===== src/rtl/grf_writeback_if.sv =====
// Bus bundle for the write-back register file.
// The master side (the W/D pipeline stages or a bench) drives the write port
// and the read addresses. The slave side (the register file) returns the read
// data and the registered write trace.
//   we/wa/wd/wpc        : write enable, address, data, PC of the writer
//   ra1/ra2 -> rd1/rd2  : two combinational read ports
//   trace_*             : one-cycle record of each committed write
interface grf_writeback_if #(
    parameter int DATA_W = 32,
    parameter int ADDR_W = 5
);
    logic              we;
    logic [ADDR_W-1:0] wa;
    logic [DATA_W-1:0] wd;
    logic [31:0]       wpc;
    logic [ADDR_W-1:0] ra1;
    logic [ADDR_W-1:0] ra2;
    logic [DATA_W-1:0] rd1;
    logic [DATA_W-1:0] rd2;
    logic              trace_valid;
    logic [31:0]       trace_pc;
    logic [ADDR_W-1:0] trace_addr;
    logic [DATA_W-1:0] trace_data;

    modport master (
        output we, wa, wd, wpc, ra1, ra2,
        input  rd1, rd2, trace_valid, trace_pc, trace_addr, trace_data
    );

    modport slave (
        input  we, wa, wd, wpc, ra1, ra2,
        output rd1, rd2, trace_valid, trace_pc, trace_addr, trace_data
    );
endinterface


===== src/rtl/grf_writeback.sv =====
// General-purpose register file at the W-stage write-back boundary.
// One write port decodes wa and stores wd into one of registers 1..2**ADDR_W-1
// (register 0 has no storage and always reads 0). Two combinational read ports
// serve the D stage, with optional write-through forwarding (BYPASS=1).
// Every committed write is echoed one cycle later on the trace outputs.
// Ports:
//   clk   : system clock, rising edge
//   reset : synchronous, active-high; clears registers and trace, beats we
//   bus   : grf_writeback_if slave (write port, read ports, trace)
module grf_writeback #(
    parameter int DATA_W = 32,
    parameter int ADDR_W = 5,
    parameter int BYPASS = 1
) (
    input  logic           clk,
    input  logic           reset,
    grf_writeback_if.slave bus
);
    localparam int unsigned NREG = 2 ** ADDR_W;
    localparam bit          BYP  = (BYPASS != 0);

    // Entry 0 is deliberately absent from the storage array.
    logic [DATA_W-1:0] regs [1:NREG-1];

    logic commit;
    assign commit = bus.we && (bus.wa != '0);

    always_ff @(posedge clk) begin
        if (reset) begin
            for (int unsigned i = 1; i < NREG; i++) begin
                regs[i[ADDR_W-1:0]] <= '0;
            end
        end else if (commit) begin
            regs[bus.wa] <= bus.wd;
        end
    end

    // Trace payload holds its last value when no write commits; only
    // trace_valid drops back to 0.
    always_ff @(posedge clk) begin
        if (reset) begin
            bus.trace_valid <= 1'b0;
            bus.trace_pc    <= '0;
            bus.trace_addr  <= '0;
            bus.trace_data  <= '0;
        end else if (commit) begin
            bus.trace_valid <= 1'b1;
            bus.trace_pc    <= bus.wpc;
            bus.trace_addr  <= bus.wa;
            bus.trace_data  <= bus.wd;
        end else begin
            bus.trace_valid <= 1'b0;
        end
    end

    // Forwarding depends on we only, so it stays active while reset is high.
    always_comb begin
        bus.rd1 = '0;
        if (bus.ra1 != '0) begin
            if (BYP && bus.we && (bus.wa == bus.ra1)) begin
                bus.rd1 = bus.wd;
            end else begin
                bus.rd1 = regs[bus.ra1];
            end
        end
    end

    always_comb begin
        bus.rd2 = '0;
        if (bus.ra2 != '0) begin
            if (BYP && bus.we && (bus.wa == bus.ra2)) begin
                bus.rd2 = bus.wd;
            end else begin
                bus.rd2 = regs[bus.ra2];
            end
        end
    end
endmodule

===== src/flat_wrapper.sv =====
// flat-port wrapper written by rule: the top's interface ports become plain ports
module grf_writeback_flat 
#(
    parameter int DATA_W = 32,
    parameter int ADDR_W = 5,
    parameter int BYPASS = 1
)
  (clk, reset, bus_we, bus_wa, bus_wd, bus_wpc, bus_ra1, bus_ra2, bus_rd1, bus_rd2, bus_trace_valid, bus_trace_pc, bus_trace_addr, bus_trace_data);
  grf_writeback_if #(.DATA_W(DATA_W), .ADDR_W(ADDR_W)) bus_i ();
  input  logic clk;
  input  logic reset;
  input wire logic [$bits(bus_i.we)-1:0] bus_we;
  input wire logic [$bits(bus_i.wa)-1:0] bus_wa;
  input wire logic [$bits(bus_i.wd)-1:0] bus_wd;
  input wire logic [$bits(bus_i.wpc)-1:0] bus_wpc;
  input wire logic [$bits(bus_i.ra1)-1:0] bus_ra1;
  input wire logic [$bits(bus_i.ra2)-1:0] bus_ra2;
  output wire logic [$bits(bus_i.rd1)-1:0] bus_rd1;
  output wire logic [$bits(bus_i.rd2)-1:0] bus_rd2;
  output wire logic [$bits(bus_i.trace_valid)-1:0] bus_trace_valid;
  output wire logic [$bits(bus_i.trace_pc)-1:0] bus_trace_pc;
  output wire logic [$bits(bus_i.trace_addr)-1:0] bus_trace_addr;
  output wire logic [$bits(bus_i.trace_data)-1:0] bus_trace_data;
  assign bus_i.we = bus_we;
  assign bus_i.wa = bus_wa;
  assign bus_i.wd = bus_wd;
  assign bus_i.wpc = bus_wpc;
  assign bus_i.ra1 = bus_ra1;
  assign bus_i.ra2 = bus_ra2;
  assign bus_rd1 = bus_i.rd1;
  assign bus_rd2 = bus_i.rd2;
  assign bus_trace_valid = bus_i.trace_valid;
  assign bus_trace_pc = bus_i.trace_pc;
  assign bus_trace_addr = bus_i.trace_addr;
  assign bus_trace_data = bus_i.trace_data;
  grf_writeback #(.DATA_W(DATA_W), .ADDR_W(ADDR_W), .BYPASS(BYPASS)) u_core (.clk(clk), .reset(reset), .bus(bus_i));
endmodule

===== config.mk =====
export PLATFORM = sky130hd
export DESIGN_NAME = grf_writeback_flat
export DESIGN_NICKNAME = d
export VERILOG_FILES = /design/src/rtl/grf_writeback_if.sv /design/src/rtl/grf_writeback.sv /design/src/flat_wrapper.sv
export SDC_FILE = /design/constraint.sdc
export NUM_CORES = 2
export LEC_CHECK = 0
export CORE_AREA = 2 2 350 421
export CTS_BUF_LIST = sky130_fd_sc_hd__clkbuf_8 sky130_fd_sc_hd__clkbuf_16
export CTS_CLUSTER_DIAMETER = 30
export DETAILED_ROUTE_END_ITERATION = 6
export DIE_AREA = 0 0 352 423
export MAX_ROUTING_LAYER = met4
export PLACE_DENSITY = 0.66
export SLEW_MARGIN = 30
export SYNTH_ARGS = -nofsm -noshare
export SYNTH_HDL_FRONTEND = slang
export SYNTH_SLANG_ARGS = --single-unit
export TNS_END_PERCENT = 30

===== constraint.sdc =====
create_clock -name clk -period 2.3 [get_ports clk]
set_input_delay 0.345 -clock clk [delete_from_list [all_inputs] [get_ports clk]]
set_output_delay 0.345 -clock clk [all_outputs]
set_load 0.05 [all_outputs]

==> impl_metrics.toml <==
[worst_setup_path]
path_class = "register to output port"
reg2regPathDepth = 2
path_cells = "mux4_2, mux2_4, a221oi_4, o41ai_4, buf_12"
critPathArrivalTime_ns = 2.78
cpPeakStageDelay_ns = 0.48
start_kind = "register"
critPathSlowestCell = "mux4_2"
end_kind = "output port"
cp.required_ns = 1.96
crit_fanout = 2

[logic_synthesis]
synth_adder_area_share = 0
synth_area_um2 = 57500
async_flop_share = 0
synth_cells = 4118
yosysUniqueCellTypes = 54
synth-seq-cells = 1094
synth_mux_area_frac = 0.207
yosysTopAreaCell = "edfxtp_1"
yosysSeqAreaShare = 0.559
synthFlopType = "edfxtp_1"
synth-edff-count = 1024
synth-xor-area-share = 0.00152
yosysWarnings = 0
synth_area_leaders = "edfxtp_1 53%, mux4_2 16%, and2_1 11%"
avgSynthCellArea_um2 = 14.0
synth-compound-area-share = 0.0552
synth_top_family_by_area = "multiplexers"
synth-simple-area-share = 0.142
synth_top_cell_area_share = 0.535

[timing]
tightest_slew_ns = 0.727
finalSetupViolCount = 64
hold_viol = 0
setup_ws_ns = -0.824
grt_setup_unrepaired = "yes"
fmaxAchievable_mhz = 320
skew_ns = 0
fin_crit_ns = 3.12
finalCritPeriodShare = 1.36
maxSlewHeadroom = 0.515
maxSlewViolCount = 0

[route]
avgViaCountPerCell = 6.28
routed_wl_um = 231000
drc_errors = 0
final_antenna_net_count = 0
vias = 43600
avgRoutedWirePerCell_um = 33.3
drt_iter0_drc = 6720
drt_pass1_iterations = 5

[cells_and_area]
syn_to_final_growth_pct = 36.3
finalInstanceArea_um2 = 78300
final_net_count = 4890
fill_cells = 11400
final_cell_mix = "1024 x edfxtp_1, 995 x and2_1, 440 x buf_4, 403 x mux4_2, 251 x mux2i_1"
layout_commonest_cell = "edfxtp_1"
drive_gt1_frac = 0.378

[pwr]
power_density_nw_per_um2 = 837
vdd_drop_max_uv = 777
p_total_mw = 65.6
p_leak_nw = 29.7

[grt]
grt_first_pass_wirelength_um = 321000
overflow = 0
antenna_found_initial = 23
grt.total_usage = 0.314
grt_start_max_net_pins = 65
first_global_vias = 43700

[clock_tree]
cts_buffer_depth = 3
path_clk_slew_ns = 0.05
cts_buffers = 216
cts-root-buf = "clkbuf_16"
clock_latency_ns = 0.82
cts_sinks = 1094
cts_tree = "done"
htreeDepth = 4

[placement]
dp.final_hpwl_um = 156000
port_buffers = 215
gp_congestion = 0.973
dpl_cell_area_um2 = 69000

[die]
initial_utilization = 0.398
die_h_um = 423
row_count = 153
top_level_ports = 216
coreArea_um2 = 145000
die_width_um = 352
die_area_um2 = 149000

[status]
run_status = "finished, violations left"
violations = "setup timing"

[hold_path]
min_path_cells = 3
hp-class = "input port to register"

[run]
max_cap_viol_count = 0
-- routing by layer --
metal  routed length [µm]  GRT usage  up-vias
li1                     -          -    17100
met1                81100      0.386    22100
met2               103000      0.464     3614
met3                31700     0.0910      802
met4                15300      0.178        0
met5                    0          -        -
-- cell usage after synthesis, types with 26 or more instances --
| cell | number |
|---|---|
| nand2_1 | 217 |
| buf_4 | 26 |
| and2_1 | 995 |
| clkbuf_1 | 299 |
| or2_2 | 31 |
| mux2i_1 | 272 |
| mux4_2 | 403 |
| edfxtp_1 | 1024 |
| nor2_1 | 92 |
| dfxtp_1 | 70 |
| a21oi_1 | 134 |
| a22oi_1 | 64 |
| a32o_1 | 32 |
| o21ai_0 | 34 |
| o22ai_1 | 49 |
| buf_2 | 72 |
| o221ai_1 | 39 |
| nor3_1 | 41 |
-- where the power goes --
group / switching [mW] / leakage, nW / total (mW) / internal (mW)
registers: 0.611 / 10.3 / 23.5 / 22.9
clock network: 11.4 / 3.71 / 32.5 / 21.1
logic: 5.40 / 15.7 / 9.55 / 4.15
total: 17.4 / 29.7 / 65.6 / 48.1
-- timing repair --
| item | 4_1_cts | 5_1_grt |
|---|---|---|
| cloned | 0 | 0 |
| pin swaps | 108 | 102 |
| buffers inserted | 4 | 1 |
| hold endpoints to repair | 16 | 0 |
| endpoints found under the setup margin | 134 | 134 |
| resized for setup | 198 | 211 |
| hold buffers | 9 | 0 |
-- worst max-delay path: cells and delay by family (launching register included) --
family                 cells  cell delay, ns
multiplexers               2            0.77
AO/OA/AOI/OAI              2            0.61
buffers and inverters      1            0.17
flip-flops                 1            0.42
-- path summary, 6_finish.rpt --
kind                                                 to                                  start  slack [ns]
hold / removal      u_core.bus.trace_pc[9]$_SDFFE_PP0P_                             bus_wpc[9]        0.05
setup / recovery                            bus_rd2[31]      u_core.regs[28][31]$_SDFFCE_PN0P_       -0.82
setup reg to reg  u_core.bus.trace_addr[1]$_SDFFE_PP0P_  u_core.bus.trace_addr[1]$_SDFFE_PP0P_        1.59
hold reg to reg    u_core.bus.trace_pc[25]$_SDFFE_PP0P_   u_core.bus.trace_pc[25]$_SDFFE_PP0P_        0.45
-- sequential cells by signal, summed over array words and instances (netlist names) --
register and cells:
u_core.regs 1024, u_core.bus.trace_addr 5, u_core.bus.trace_valid 1, u_core.bus.trace_pc 32, u_core.bus.trace_data 32
-- per-stage QoR --
stage          setup WS [ns]  std cells  hold WS (ns)  TNS, ns   util
6_report              -0.824       6942        0.0482   -41.00  0.542
5_1_grt               -0.846       6940        0.0446   -44.12  0.542
4_1_cts               -0.870       6939      0.000412   -51.57  0.537
3_5_place_dp           -1.16       6530         0.448  -635.38  0.477
3_3_place_gp           -1.15       6530         0.441  -610.82  0.477
2_1_floorplan        -0.0450       4149         0.439    -1.43      -
-- area by class of cell --
class	instances	area (µm²)	area share
Antenna cell	7	17.5	0.000224
Sequential cell	1094	32200	0.410
Clock inverter	191	2180	0.0278
Timing Repair Buffer	870	10300	0.131
Inverter	2	7.51	0.0000958
Tap cell	1937	2420	0.0309
Multi-Input combinational cell	2624	25900	0.330
Clock buffer	217	5430	0.0693
-- cells by family (layout without fill, tap and decap cells) --
logic type,after synthesis,count (layout)
buffers and inverters,431,1280
other,1,39
multiplexers,685,685
AO/OA/AOI/OAI,457,457
AND/OR/NAND/NOR,1440,1440
flip-flops,1094,1094
XOR/XNOR,10,10
(Power assumes the default switching activity.)
